[config.mk]
export PLATFORM = sky130hd
export DESIGN_NAME = crcu_rst_apb_regs
export DESIGN_NICKNAME = d
export VERILOG_FILES = /design/src/rtl/crcu_pkg.sv /design/src/rtl/crcu_apb_slave_fsm.sv /design/src/rtl/crcu_rst_apb_regs.sv
export SDC_FILE = /design/constraint.sdc
export NUM_CORES = 1
export LEC_CHECK = 0
export CORE_MARGIN = 2
export CORE_UTILIZATION = 35
export DETAILED_ROUTE_END_ITERATION = 10
export PLACE_DENSITY = 0.93
export SLEW_MARGIN = 20
export SYNTH_ARGS = -nofsm -noshare
export SYNTH_HDL_FRONTEND = slang
export SYNTH_SLANG_ARGS = --single-unit
export TNS_END_PERCENT = 100
[constraint.sdc]
create_clock -name CRCU_CLK -period 2.9 [get_ports CRCU_CLK]
set_clock_uncertainty 0.1 [all_clocks]
set_input_delay 0.58 -clock CRCU_CLK [delete_from_list [all_inputs] [get_ports CRCU_CLK]]
set_output_delay 0.58 -clock CRCU_CLK [all_outputs]
set_load 0.005 [all_outputs]
[src/rtl/crcu_pkg.sv]
// -----------------------------------------------------------------------------
// crcu_pkg
// Shared definitions for the CRCU reset-control APB register block:
//   - CTL word bit positions and the writable-bit mask
//   - register address offsets and the ID constant
//   - APB slave FSM state encoding
// Optional feature macro used by the importing RTL: CRCU_RST_LOCK_EN
// -----------------------------------------------------------------------------
package crcu_pkg;

   // CTL word fields
   localparam int          CTL_EN_BIT    = 0;
   localparam int          CTL_ASYNC_BIT = 1;   // 1 = async, 0 = sync
   localparam int          CTL_POL_BIT   = 2;   // 1 = posedge, 0 = negedge
   localparam logic [31:0] CTL_WMASK     = 32'h0000_0007;

   // Address map (byte offsets, word aligned)
   localparam logic [31:0] CTL_BASE   = 32'h0000_0000;
   localparam logic [31:0] STATUS_OFS = 32'h0000_0020;
   localparam logic [31:0] ID_OFS     = 32'h0000_0024;
   localparam logic [31:0] LOCK_OFS   = 32'h0000_003C;
   localparam logic [31:0] ID_VALUE   = 32'h4352_4355;
   localparam logic [7:0]  LOCK_KEY   = 8'hA5;

   // APB slave sequencing states
   typedef enum logic [1:0] {
      IDLE   = 2'd0,
      SETUP  = 2'd1,
      ACCESS = 2'd2
   } apb_state_e;

   // Keep only the implemented CTL bits; reserved bits always read 0.
   function automatic logic [31:0] ctl_mask(input logic [31:0] value);
      return value & CTL_WMASK;
   endfunction

endpackage

[src/rtl/crcu_apb_slave_fsm.sv]
// -----------------------------------------------------------------------------
// crcu_apb_slave_fsm
// APB3 slave sequencing: tracks PSEL/PENABLE, inserts WAIT_STATES extra ACCESS
// cycles and produces a registered PREADY. The transfer address, direction and
// write data are latched when the setup phase is accepted, so the decode in the
// parent runs from registered values.
//
// Handshake: a transfer starts with PSEL=1,PENABLE=0 seen in IDLE; the master
// then holds PSEL=1,PENABLE=1 and all transfer fields stable until it samples
// PREADY=1. PREADY is high for exactly one cycle and commit_o is high in that
// same cycle; the clock edge closing that cycle is the commit edge. Dropping
// PSEL or PENABLE before PREADY aborts the transfer with no commit.
//
// Ports:
//   clk, rst            clock, asynchronous active-high reset
//   psel, penable       APB control
//   pwrite, paddr,
//   pwdata              APB transfer fields (sampled at setup acceptance)
//   pready_o            registered PREADY
//   commit_o            single-cycle commit strobe (coincides with PREADY)
//   addr_o, write_o,
//   wdata_o             latched transfer fields
//   state_o             current FSM state (debug visibility)
// -----------------------------------------------------------------------------
module crcu_apb_slave_fsm
   import crcu_pkg::*;
#(
   parameter int ADDR_W      = 6,
   parameter int WAIT_STATES = 1
) (
   input  logic              clk,
   input  logic              rst,
   input  logic              psel,
   input  logic              penable,
   input  logic              pwrite,
   input  logic [ADDR_W-1:0] paddr,
   input  logic [31:0]       pwdata,
   output logic              pready_o,
   output logic              commit_o,
   output logic [ADDR_W-1:0] addr_o,
   output logic              write_o,
   output logic [31:0]       wdata_o,
   output apb_state_e        state_o
);

   localparam logic [2:0] WAIT_CNT = 3'(WAIT_STATES);

   apb_state_e        state_q, state_d;
   logic [2:0]        cnt_q, cnt_d;
   logic              pready_q, pready_d;
   logic [ADDR_W-1:0] addr_q, addr_d;
   logic              write_q, write_d;
   logic [31:0]       wdata_q, wdata_d;

   always_comb begin
      state_d  = state_q;
      cnt_d    = cnt_q;
      pready_d = 1'b0;
      addr_d   = addr_q;
      write_d  = write_q;
      wdata_d  = wdata_q;
      case (state_q)
         IDLE: begin
            // PSEL with PENABLE already high is not a valid setup phase.
            if (psel && !penable) begin
               state_d = SETUP;
               addr_d  = paddr;
               write_d = pwrite;
               wdata_d = pwdata;
            end
         end
         SETUP: begin
            state_d = ACCESS;
            cnt_d   = WAIT_CNT;
            // PREADY is registered, so it is raised one edge early: with no
            // wait states it appears in the first ACCESS cycle.
            if (psel && penable && (WAIT_CNT == 3'd0)) begin
               pready_d = 1'b1;
            end
         end
         ACCESS: begin
            if (pready_q) begin
               state_d = IDLE;
            end else if (!psel || !penable) begin
               state_d = IDLE;
               cnt_d   = 3'd0;
            end else if (cnt_q > 3'd1) begin
               cnt_d = cnt_q - 3'd1;
            end else begin
               // Last wait cycle (or none left): PREADY shows next cycle.
               cnt_d    = 3'd0;
               pready_d = 1'b1;
            end
         end
         default: begin
            state_d = IDLE;
         end
      endcase
   end

   always_ff @(posedge clk or posedge rst) begin
      if (rst) begin
         state_q  <= IDLE;
         cnt_q    <= 3'd0;
         pready_q <= 1'b0;
         addr_q   <= '0;
         write_q  <= 1'b0;
         wdata_q  <= '0;
      end else begin
         state_q  <= state_d;
         cnt_q    <= cnt_d;
         pready_q <= pready_d;
         addr_q   <= addr_d;
         write_q  <= write_d;
         wdata_q  <= wdata_d;
      end
   end

   assign pready_o = pready_q;
   assign commit_o = pready_q;
   assign addr_o   = addr_q;
   assign write_o  = write_q;
   assign wdata_o  = wdata_q;
   assign state_o  = state_q;

endmodule

[src/rtl/crcu_rst_apb_regs.sv]
// -----------------------------------------------------------------------------
// crcu_rst_apb_regs
// APB3 register file holding the per-domain reset control words (EN, ASYNC,
// POL) that feed the CRCU reset generators. Adds address/error decode, a
// STATUS view of all EN bits, a fixed ID word and a one-cycle change strobe
// per control register.
//
// Optional feature macro: CRCU_RST_LOCK_EN
//   defined     -> LOCK register at 0x3C; writing 8'hA5 sets a sticky lock
//                  that makes every CTL write fail with PSLVERR.
//   not defined -> 0x3C is unmapped; CTL registers are always writable.
//
// Ports:
//   CRCU_CLK, CRCU_RST    clock, asynchronous active-high reset
//   PSEL .. PWDATA        APB3 slave inputs
//   PREADY, PRDATA,
//   PSLVERR               APB3 slave outputs (PRDATA/PSLVERR zero unless PREADY)
//   rst_ctl_reg           CTL[i] on bits [32i+31:32i]
//   rst_ctl_upd           bit i pulses one cycle after CTL[i] changed value
// -----------------------------------------------------------------------------
module crcu_rst_apb_regs
   import crcu_pkg::*;
#(
   parameter int          NUM_RST_REGS = 4,
   parameter int          ADDR_W       = 6,
   parameter int          WAIT_STATES  = 1,
   parameter logic [31:0] RST_CTL_INIT = 32'h0000_0000
) (
   input  logic                      CRCU_CLK,
   input  logic                      CRCU_RST,
   input  logic                      PSEL,
   input  logic                      PENABLE,
   input  logic                      PWRITE,
   input  logic [ADDR_W-1:0]         PADDR,
   input  logic [31:0]               PWDATA,
   output logic                      PREADY,
   output logic [31:0]               PRDATA,
   output logic                      PSLVERR,
   output logic [32*NUM_RST_REGS-1:0] rst_ctl_reg,
   output logic [NUM_RST_REGS-1:0]   rst_ctl_upd
);

   localparam logic [31:0] CTL_SPAN = 32'(4 * NUM_RST_REGS);

   // Transfer interface from the sequencing FSM
   logic              fsm_pready;
   logic              fsm_commit;
   logic [ADDR_W-1:0] a_addr;
   logic              a_write;
   logic [31:0]       a_wdata;
   apb_state_e        fsm_state;

   crcu_apb_slave_fsm #(
      .ADDR_W      (ADDR_W),
      .WAIT_STATES (WAIT_STATES)
   ) u_fsm (
      .clk      (CRCU_CLK),
      .rst      (CRCU_RST),
      .psel     (PSEL),
      .penable  (PENABLE),
      .pwrite   (PWRITE),
      .paddr    (PADDR),
      .pwdata   (PWDATA),
      .pready_o (fsm_pready),
      .commit_o (fsm_commit),
      .addr_o   (a_addr),
      .write_o  (a_write),
      .wdata_o  (a_wdata),
      .state_o  (fsm_state)
   );

   // Register storage
   logic [31:0]             ctl_q [NUM_RST_REGS];
   logic [31:0]             ctl_d [NUM_RST_REGS];
   logic [NUM_RST_REGS-1:0] upd_q, upd_d;
   logic                    lock_q, lock_d;

   // Decode of the latched address
   logic [31:0]             addr32;
   logic [31:0]             ctl_ofs;
   logic                    misaligned;
   logic                    is_ctl;
   logic [NUM_RST_REGS-1:0] ctl_hit;
   logic                    is_status;
   logic                    is_id;
   logic                    is_lock;
   logic                    dec_err;
   logic [31:0]             status_word;
   logic [31:0]             rd_data;
   logic                    commit_ok;
   logic                    wr_ok;

   always_comb begin
      addr32             = '0;
      addr32[ADDR_W-1:0] = a_addr;
      ctl_ofs            = addr32 - CTL_BASE;
      misaligned         = |addr32[1:0];
      is_ctl             = !misaligned && (ctl_ofs < CTL_SPAN);
      ctl_hit            = '0;
      for (int i = 0; i < NUM_RST_REGS; i++) begin
         if (is_ctl && (ctl_ofs[31:2] == 30'(i))) begin
            ctl_hit[i] = 1'b1;
         end
      end
      is_status = (addr32 == STATUS_OFS);
      is_id     = (addr32 == ID_OFS);
`ifdef CRCU_RST_LOCK_EN
      is_lock   = (addr32 == LOCK_OFS);
`else
      is_lock   = 1'b0;
`endif

      // Unmapped, misaligned, read-only written, or CTL written while locked.
      dec_err = misaligned
              || !(is_ctl || is_status || is_id || is_lock)
              || (a_write && (is_status || is_id))
              || (a_write && is_ctl && lock_q);

      status_word = '0;
      for (int i = 0; i < NUM_RST_REGS; i++) begin
         status_word[i] = ctl_q[i][CTL_EN_BIT];
      end

      rd_data = '0;
      for (int i = 0; i < NUM_RST_REGS; i++) begin
         if (ctl_hit[i]) begin
            rd_data = ctl_q[i];
         end
      end
      if (is_status) begin
         rd_data = status_word;
      end
      if (is_id) begin
         rd_data = ID_VALUE;
      end
      if (is_lock) begin
         rd_data = {31'b0, lock_q};
      end
   end

   // The commit strobe is only meaningful while the FSM sits in ACCESS.
   assign commit_ok = fsm_commit && (fsm_state == ACCESS);
   assign wr_ok     = commit_ok && a_write && !dec_err;

   always_comb begin
      ctl_d  = ctl_q;
      upd_d  = '0;
      lock_d = lock_q;
      for (int i = 0; i < NUM_RST_REGS; i++) begin
         if (wr_ok && ctl_hit[i]) begin
            ctl_d[i] = ctl_mask(a_wdata);
            upd_d[i] = (ctl_d[i] != ctl_q[i]);
         end
      end
`ifdef CRCU_RST_LOCK_EN
      // Only the key value arms the lock; any other write is silently dropped.
      if (wr_ok && is_lock && (a_wdata[7:0] == LOCK_KEY)) begin
         lock_d = 1'b1;
      end
`endif
   end

   always_ff @(posedge CRCU_CLK or posedge CRCU_RST) begin
      if (CRCU_RST) begin
         for (int i = 0; i < NUM_RST_REGS; i++) begin
            ctl_q[i] <= ctl_mask(RST_CTL_INIT);
         end
         upd_q  <= '0;
         lock_q <= 1'b0;
      end else begin
         ctl_q  <= ctl_d;
         upd_q  <= upd_d;
         lock_q <= lock_d;
      end
   end

   // APB outputs: data and error only qualified by PREADY; writes return 0.
   assign PREADY  = fsm_pready;
   assign PRDATA  = (fsm_pready && !a_write && !dec_err) ? rd_data : 32'h0;
   assign PSLVERR = fsm_pready && dec_err;

   for (genvar g = 0; g < NUM_RST_REGS; g++) begin : g_ctl_out
      assign rst_ctl_reg[32*g +: 32] = ctl_q[g];
   end

   assign rst_ctl_upd = upd_q;

endmodule

==> results of run 1 <==
routing by layer:
layer  track usage  wire, µm  up-vias
li1              -         -      757
met1        0.1118      1620      812
met2        0.1928      2547      118
met3       0.02197       429        5
met4       0.04975        58        0
met5             0         0        -
where the power goes:
group / switching, mW / leakage (nW) / internal, mW
registers: 0.0997 / 0.420 / 0.489
logic: 0.130 / 0.937 / 0.115
clock network: 0.155 / 0.0410 / 0.163
synth_stat cells (3+ instances only):
| library cell | number |
|---|---|
| clkbuf_1 | 4 |
| nand2b_1 | 3 |
| nand3b_1 | 3 |
| buf_4 | 143 |
| dfrtp_1 | 32 |
| o21ai_0 | 5 |
| mux2_4 | 3 |
| nor4_1 | 3 |
| nor3_1 | 5 |
| xor2_1 | 12 |
| nand2_1 | 5 |
| mux2_2 | 19 |
| inv_1 | 6 |
| nor2_1 | 3 |
| nand3_1 | 4 |
critical path, delay by kind of cell, from the launching register on:
family                 cells  cell delay (ps)
AND/OR/NAND/NOR            2              400
AO/OA/AOI/OAI              1              240
flip-flops                 1              420
buffers and inverters      2              750
final cells by class:
| cell class | count | share of cell area |
|---|---|---|
| flip-flops and latches | 32 | 0.2787 |
| well taps | 102 | 0.04435 |
| multi-input cells | 230 | 0.4691 |
| repair buffers | 51 | 0.1730 |
| inverters | 6 | 0.007826 |
| clock buffers | 6 | 0.02522 |
| clock inverters | 1 | 0.001739 |
cells by family after synthesis:
group,count (synthesis),synth area share
AOI/OAI and AO/OA,19,0.04876
xor gates and xnor gates,12,0.03827
adders and majority gates,2,0.009110
buffers and inverters,155,0.4077
DFF,32,0.2916
muxes,24,0.1016
other,1,0.001365
and+or+nand+nor,40,0.1016
final timing paths:
| path | from | to | slack [ps] | cells after the start |
|---|---|---|---|---|
| worst max-delay path | u_fsm.addr_o[4] | PRDATA[2] | 130 | 5 |
| min in group asynchronous | CRCU_RST | u_fsm.wdata_o[2] | 590 | 3 |
| worst max register to register | u_fsm.addr_o[4] | rst_ctl_reg[98] | 770 | 3 |
| worst min-delay path | u_fsm.cnt_q[2] | u_fsm.commit_o | 420 | 1 |
| worst min register to register | u_fsm.cnt_q[2] | u_fsm.commit_o | 420 | 1 |
| max in group asynchronous | CRCU_RST | u_fsm.addr_o[2] | 1790 | 3 |
timing repair:
| action | 4_1_cts | 5_1_grt |
|---|---|---|
| buffers inserted | 0 | 2 |
| pin swaps | 0 | 1 |
| endpoints found under the setup margin | 1 | 13 |
| gates resized for setup | 1 | 3 |
==> impl_metrics.json, run 1 <==
{
  "timing_max_transition_violations_final": 0,
  "wl_um": 4656,
  "synthesis.yosys.warnings": 0,
  "netlist_area_mm2": 0.002746,
  "layout_common_cells": "conb_1, clkdlybuf4s50_1, dfrtp_1, mux2_2, xor2_1",
  "clock_insertion_delay_worst_skew_ps": 280,
  "synth-main-ff-cell": "dfrtp_1",
  "synth_area_per_cell_um2": 9.636,
  "multi_input_comb_area_mm2": 0.001350,
  "worstMarginPinSlew_ps": 580.5,
  "timing.final.crit_share": 0.9543,
  "postLayoutSetupSlackWorst_ps": 132.5,
  "layout.filler_cells": 752,
  "final.hold.worst_slack_ps": 415.4,
  "final_layout_size_suffix_gt1_frac": 0.1350,
  "post-route-drc-count": 0,
  "outcome": "completed",
  "vias_after_detailed_routing": 1692,
  "critPathLaunchType": "register",
  "fmaxAchievable_mhz": 361.3,
  "nNetsFinal": 371,
  "max_cap_viol_count": 0,
  "cp_cell_sequence": "nor3_2 -> nand3b_1 -> buf_4 -> a211oi_2 -> clkdlybuf4s50_1",
  "number_of_antenna_violations_at_the_first_check_in_global_routing": 0,
  "hold_buffers": 0,
  "grt_max_degree": 33,
  "synth_cells": 285,
  "static_leakage_power_nw": 1.399,
  "die_width_um": 92.58,
  "cts-htree-levels": 2,
  "data_arrival_time_of_the_worst_path_ps": 2090,
  "final_antenna_net_count": 0,
  "worst_path_largest_cell_delay_ps": 550,
  "clock_tree.root_cell": "clkbuf_8",
  "dp_hpwl_um": 3605,
  "async_reset_ff_frac": 1.000,
  "numPlacedInstances": 419,
  "design.die.area_mm2": 0.008571,
  "fp-row-count": 32,
  "num_antenna_cells": 0,
  "postSynthRegisterBits": 32,
  "global_route.usage.total": 0.1041,
  "layout-area-overhead-vs-synth_pct": 4.784,
  "tritoncts.num_buffers": 5,
  "placement.setup.worst_slack_ps": 323.7,
  "slowest_stage": "clkdlybuf4s50_1",
  "cts.reportedPaths.clkPinSlew_ps": 60,
  "largest_register_ffs": 12,
  "start_util": 0.3591,
  "yosys-top-cells-area": "buf_4, dfrtp_1, mux2_2",
  "report.final.setup_viol": 0,
  "detail_route.vias_per_cell": 3.953,
  "period_minus_slack_ps": 2768,
  "power.density_cell_area_mw_per_mm2": 399.9,
  "layout_commonest_cell": "conb_1",
  "globalplace.congestion": 0.8607,
  "worst_path_required_ps": 2220,
  "ir_worst_vdd_mv": 0.4375,
  "first_global_vias": 1455,
  "synth_largest_area_cell": "buf_4",
  "timing.slew.headroom": 0.6100,
  "cts.sink_count": 32,
  "post-layout-total-power_mw": 1.151,
  "synth_enable_flop_cells": 0,
  "critical_path_end_type": "primary output",
  "detailedRoute.firstPassIterationCount": 4,
  "final_area_mm2": 0.002878,
  "placed_cell_areas_mm2": 0.002768,
  "die-height_um": 92.58,
  "max-clock-path-buffers": 2,
  "detail_route.wl_per_cell_um": 10.88,
  "hp-class": "register to register",
  "post_layout_nonfiller_instances": 428,
  "tritoncts": "built",
  "final-seq-area_um2": 802.0,
  "io_pins": 209,
  "global_route.overflow_total": 0,
  "final_hold_viol_count": 0,
  "path_class": "register to primary output",
  "port_buffers": 46,
  "crit_fanout": 4,
  "grt_first_pass_wirelength_um": 7044,
  "fin_util": 0.3763,
  "detailedRoute.firstIterationViolations": 16,
  "yosys.area.top_type_share": 0.3909,
  "setup_tns_ps": 0,
  "yosys.cell_types.count": 43,
  "fp.coreArea_mm2": 0.007647,
  "synth-seq-area-share": 0.2916
}
No activity file was read; power rests on OpenSTA's default activity.
==> run 2: changes to the inputs <==
--- a/config.mk
+++ b/config.mk
@@ -6,9 +6,9 @@
 export NUM_CORES = 1
 export LEC_CHECK = 0
 export CORE_MARGIN = 2
-export CORE_UTILIZATION = 35
+export CORE_UTILIZATION = 37
 export DETAILED_ROUTE_END_ITERATION = 10
-export PLACE_DENSITY = 0.93
+export PLACE_DENSITY = 0.95
 export SLEW_MARGIN = 20
 export SYNTH_ARGS = -nofsm -noshare
 export SYNTH_HDL_FRONTEND = slang
==> constraint.sdc (replaced) <==
create_clock -name CRCU_CLK -period 3.47 [get_ports CRCU_CLK]
set_clock_uncertainty 0.1 [all_clocks]
set_input_delay 0.694 -clock CRCU_CLK [delete_from_list [all_inputs] [get_ports CRCU_CLK]]
set_output_delay 0.694 -clock CRCU_CLK [all_outputs]
set_load 0.005 [all_outputs]
==> run 2 against run 1 <==
Cell count decreased by 1.2%; via count decreased by 1.5%; non-clock buffer count fell by 2; worst setup slack improved by 380 ps; first-iteration DRC count grew to 2.5 times the previous value; critical path type unchanged.
==> impl_metrics.json, run 2 (synthesis results as in run 1) <==
{
  "max_cap_viol_count": 0,
  "report.final.setup_viol": 0,
  "layout-area-overhead-vs-synth_pct": 3.463,
  "crit_fanout": 5,
  "fp-row-count": 31,
  "outcome": "completed",
  "cts_resized": 0,
  "layout.filler_cells": 694,
  "fp.coreArea_mm2": 0.007214,
  "final_antenna_net_count": 0,
  "global_route.overflow_total": 0,
  "critPathLaunchType": "register",
  "ir_worst_vdd_mv": 0.3445,
  "data_arrival_time_of_the_worst_path_ps": 2160,
  "num_antenna_cells": 0,
  "detailedRoute.firstIterationViolations": 40,
  "rr_startpoint": "u_fsm.addr_o[4]",
  "wl_um": 4586,
  "rsz0062_at_grt": "false",
  "worst_path_required_ps": 2680,
  "max-clock-path-buffers": 2,
  "number_of_antenna_violations_at_the_first_check_in_global_routing": 0,
  "grt_first_pass_wirelength_um": 6969,
  "critPathCapture": "PRDATA[3]",
  "clock_insertion_delay_worst_skew_ps": 290,
  "detail_route.wl_per_cell_um": 10.84,
  "die_width_um": 90.16,
  "setup_tns_ps": 0,
  "final_hold_viol_count": 0,
  "post-cts-setup-buffers": 0,
  "die-height_um": 90.16,
  "cts-htree-levels": 2,
  "timing_max_transition_violations_final": 0,
  "globalplace.congestion": 0.8381,
  "tritoncts": "built",
  "hp-class": "register to register",
  "vias_after_detailed_routing": 1667,
  "post-route-drc-count": 0,
  "clock_tree.root_cell": "clkbuf_8",
  "timing.reg2reg.setup_slack_ps": 1400,
  "io_pins": 209,
  "tritoncts.num_buffers": 5,
  "final_layout_size_suffix_gt1_frac": 0.1173,
  "layout_common_cells": "conb_1, clkdlybuf4s50_1, dfrtp_1, mux2_2, xor2_1",
  "dp_hpwl_um": 3542,
  "grt_max_degree": 33,
  "fin_util": 0.3939,
  "detailedRoute.firstPassIterationCount": 5,
  "timing.final.crit_share": 0.8525,
  "period_minus_slack_ps": 2958,
  "timing.slew.headroom": 0.6402,
  "detail_route.vias_per_cell": 3.941,
  "fmaxAchievable_mhz": 338.0,
  "nNetsFinal": 369,
  "worst-r2r-cell-count": 3,
  "static_leakage_power_nw": 1.390,
  "global_route.usage.total": 0.1050,
  "hold_buffers": 0,
  "cts.sink_count": 32,
  "critical_path_end_type": "primary output",
  "start_util": 0.3807,
  "crit_path_start": "u_fsm.addr_o[4]",
  "power.density_cell_area_mw_per_mm2": 338.1,
  "port_buffers": 46,
  "layout_commonest_cell": "conb_1",
  "cts.reportedPaths.clkPinSlew_ps": 60,
  "design.die.area_mm2": 0.008128,
  "first_global_vias": 1388,
  "worstMarginPinSlew_ps": 535.5,
  "path_class": "register to primary output",
  "largest_register_ffs": 12,
  "worst_r2r_endpoint": "rst_ctl_reg[97]"
}
==> run 2: worst max-delay path, stage by stage, from the launching register on <==
cell             delay, ps
dfrtp_1                410
nor3_1                 250
nand3b_1               250
nor4bb_1               400
clkdlybuf4s50_1        570
==> run 2: worst min-delay path by stage <==
| stage | startpoint | endpoint | slack, ps | cells after the start |
|---|---|---|---|---|
| finish | u_fsm.cnt_q[2] | u_fsm.commit_o | 420 | 1 |
| global route | u_fsm.cnt_q[2] | u_fsm.commit_o | 470 | 1 |
| CTS | u_fsm.cnt_q[2] | u_fsm.commit_o | 420 | 1 |
| detailed placement | u_fsm.cnt_q[2] | u_fsm.commit_o | 400 | 1 |
| global placement | u_fsm.cnt_q[2] | u_fsm.commit_o | 390 | 1 |
| floorplan | u_fsm.cnt_q[2] | u_fsm.commit_o | 360 | 1 |
==> run 2: through the flow <==
stage	cell area [µm²]	instances	power (mW)	hold WS, ps	setup WS [ps]
detailed placement	2764	416	0.6878	403.0	837.3
floorplan	3242	417	0.7395	361.5	733.3
finish	2841	423	0.9607	415.2	511.7
CTS	2841	423	0.9587	415.4	513.6
global route	2841	423	1.010	468.3	399.9
global placement	2764	416	0.6737	389.0	802.7
==> run 2: layout make-up <==
type | count | area (µm²) | share of cell area
multi-input combinational | 230 | 1334 | 0.4694
sequential | 32 | 800.8 | 0.2818
timing repair buffer | 49 | 483.0 | 0.1700
tap | 99 | 123.9 | 0.04359
clock buffer | 6 | 72.57 | 0.02554
inverter | 6 | 22.52 | 0.007926
clock inverter | 1 | 5.005 | 0.001761
==> run 2: per-layer routing <==
layer | share of wire | GRT usage
met4 | 0.013 | 0.03718
met3 | 0.095 | 0.02431
met1 | 0.37 | 0.1170
met2 | 0.53 | 0.1942
met5 | 0 | 0
==> run 2: power by group <==
part	leakage, nW	switching (mW)	internal (mW)
logic	0.927	0.105	0.0944
registers	0.421	0.0793	0.408
clock network	0.0410	0.137	0.136
==> run 3: changes to the inputs <==
--- a/config.mk
+++ b/config.mk
@@ -5,7 +5,7 @@
 export SDC_FILE = /design/constraint.sdc
 export NUM_CORES = 1
 export LEC_CHECK = 0
-export CORE_MARGIN = 2
+export CORE_MARGIN = 1
 export CORE_UTILIZATION = 37
 export DETAILED_ROUTE_END_ITERATION = 10
 export PLACE_DENSITY = 0.95
==> run 3 against run 2 <==
Wire length decreased by 4.2%; power grew 12%; non-clock buffer count unchanged; die area fell by 4.4%; cell area up 1.7%; cell count rose by 0.24%; critical path depth is the same; clock-buffer cell count rose by 1; largest power group unchanged.
==> impl_metrics.json, run 3 (synthesis results as in run 1) <==
{
  "global_route.usage.total": 0.1134,
  "timing_max_transition_violations_final": 0,
  "critical_path.n_buffers_inverters": 3,
  "post-cts-setup-buffers": 0,
  "global_route.overflow_total": 0,
  "period_minus_slack_ps": 2986,
  "cts_resized": 0,
  "die-height_um": 88.16,
  "hp-class": "register to register",
  "detailedRoute.firstPassIterationCount": 4,
  "worst-r2r-cell-count": 3,
  "layout-area-overhead-vs-synth_pct": 5.239,
  "max-clock-path-buffers": 2,
  "port_buffers": 46,
  "timing.final.crit_share": 0.8604,
  "die_width_um": 88.16,
  "globalplace.congestion": 0.8502,
  "power.density_cell_area_mw_per_mm2": 373.6,
  "fp.coreArea_mm2": 0.007214,
  "critical_path_depth": 4,
  "rsz0062_at_grt": "false",
  "grt_first_pass_wirelength_um": 6693,
  "clock_insertion_delay_worst_skew_ps": 290,
  "worst_path_required_ps": 2680,
  "wl_um": 4395,
  "setup_tns_ps": 0,
  "detail_route.vias_per_cell": 3.929,
  "worstMarginPinSlew_ps": 556.6,
  "critical_path_end_type": "primary output",
  "crit_fanout": 12,
  "final_hold_viol_count": 0,
  "clock_tree.root_cell": "clkbuf_8",
  "cts-htree-levels": 2,
  "number_of_antenna_violations_at_the_first_check_in_global_routing": 0,
  "detailedRoute.firstIterationViolations": 40,
  "layout.filler_cells": 673,
  "hold_buffers": 0,
  "layout_commonest_cell": "conb_1",
  "io_pins": 209,
  "numPlacedInstances": 416,
  "fmaxAchievable_mhz": 334.9,
  "cts.reportedPaths.clkPinSlew_ps": 60,
  "vias_after_detailed_routing": 1666,
  "detail_route.wl_per_cell_um": 10.37,
  "cts.sink_count": 32,
  "nNetsFinal": 369,
  "static_leakage_power_nw": 1.413,
  "fp-row-count": 31,
  "final_antenna_net_count": 0,
  "tritoncts": "built",
  "multi_input_comb_area_mm2": 0.001334,
  "final-seq-area_um2": 800.8,
  "cp_cell_sequence": "inv_1 -> nor4_2 -> buf_4 -> clkdlybuf4s50_1",
  "first_global_vias": 1359,
  "slowest_stage": "dfrtp_1",
  "max_cap_viol_count": 0,
  "timing.slew.headroom": 0.6261,
  "crit_family": "buffers and inverters",
  "tritoncts.num_buffers": 5,
  "ir_worst_vdd_mv": 0.3787,
  "post_layout_nonfiller_instances": 424,
  "worst_path_largest_cell_delay_ps": 610,
  "outcome": "completed",
  "report.final.setup_viol": 0,
  "min_path_cells": 1,
  "largest_register_ffs": 12,
  "critPathLaunchType": "register",
  "num_antenna_cells": 0,
  "path_class": "register to primary output",
  "grt_max_degree": 33,
  "design.die.area_mm2": 0.007771,
  "final_layout_size_suffix_gt1_frac": 0.1231,
  "start_util": 0.3807,
  "data_arrival_time_of_the_worst_path_ps": 2190,
  "layout_common_cells": "conb_1, clkdlybuf4s50_1, dfrtp_1, mux2_2, xor2_1",
  "post-route-drc-count": 0,
  "dp_hpwl_um": 3382
}
==> run 3: changes by cell type in the layout (fill, tap and decap cells not counted), sizes merged <==
cell	before	now
bufinv	0	1
clkbuf	6	7
clkinv	1	0
==> run 3: final timing paths <==
path | slack, ps | end | start
worst max register to register | 1380 | rst_ctl_reg[98] | u_fsm.addr_o[4]
worst min-delay path | 420 | u_fsm.commit_o | u_fsm.cnt_q[2]
min in group asynchronous | 680 | u_fsm.wdata_o[2] | CRCU_RST
worst min register to register | 420 | u_fsm.commit_o | u_fsm.cnt_q[2]
worst max-delay path | 480 | PRDATA[25] | u_fsm.addr_o[2]
max in group asynchronous | 2290 | u_fsm.cnt_q[0] | CRCU_RST
==> run 3: final cells by class <==
class	instances	share of cell area
multi-input combinational	230	0.4615
sequential	32	0.2771
inverter	6	0.007792
clock inverter	1	0.01039
timing repair buffer	49	0.1671
clock buffer	7	0.03333
tap	99	0.04286
==> run 3: stage by stage <==
| step | hold slack, ps | util | cell area [µm²] | power [mW] | setup slack (ps) |
|---|---|---|---|---|---|
| floorplan | 361.5 | - | 3242 | 0.7395 | 733.3 |
| global placement | 385.8 | 0.3831 | 2764 | 0.6732 | 874.7 |
| detailed placement | 406.2 | 0.3831 | 2764 | 0.6920 | 792.7 |
| CTS | 418.8 | 0.4006 | 2890 | 1.084 | 472.1 |
| global route | 456.2 | 0.4006 | 2890 | 1.146 | 310.3 |
| finish | 419.5 | 0.4006 | 2890 | 1.080 | 484.3 |
==> run 3: power by group <==
group          total, mW  switching [mW]  internal [mW]
clock network      0.389           0.136          0.253
registers          0.490          0.0819          0.408
logic              0.201           0.107         0.0943
total               1.08           0.324          0.755
==> run 3: worst register-to-register path, delay by kind of cell (launching register included) <==
kind          cells  cell delay, ps
mux               1             400
simple gates      2            1060
flops             1             410
==> run 3: layer usage <==
metal	up-vias	routed length, µm	global-route usage
met5	-	0	0
met3	8	356	0.02451
met4	0	64	0.04839
met1	786	1672	0.1304
met2	123	2301	0.2030
li1	749	-	-
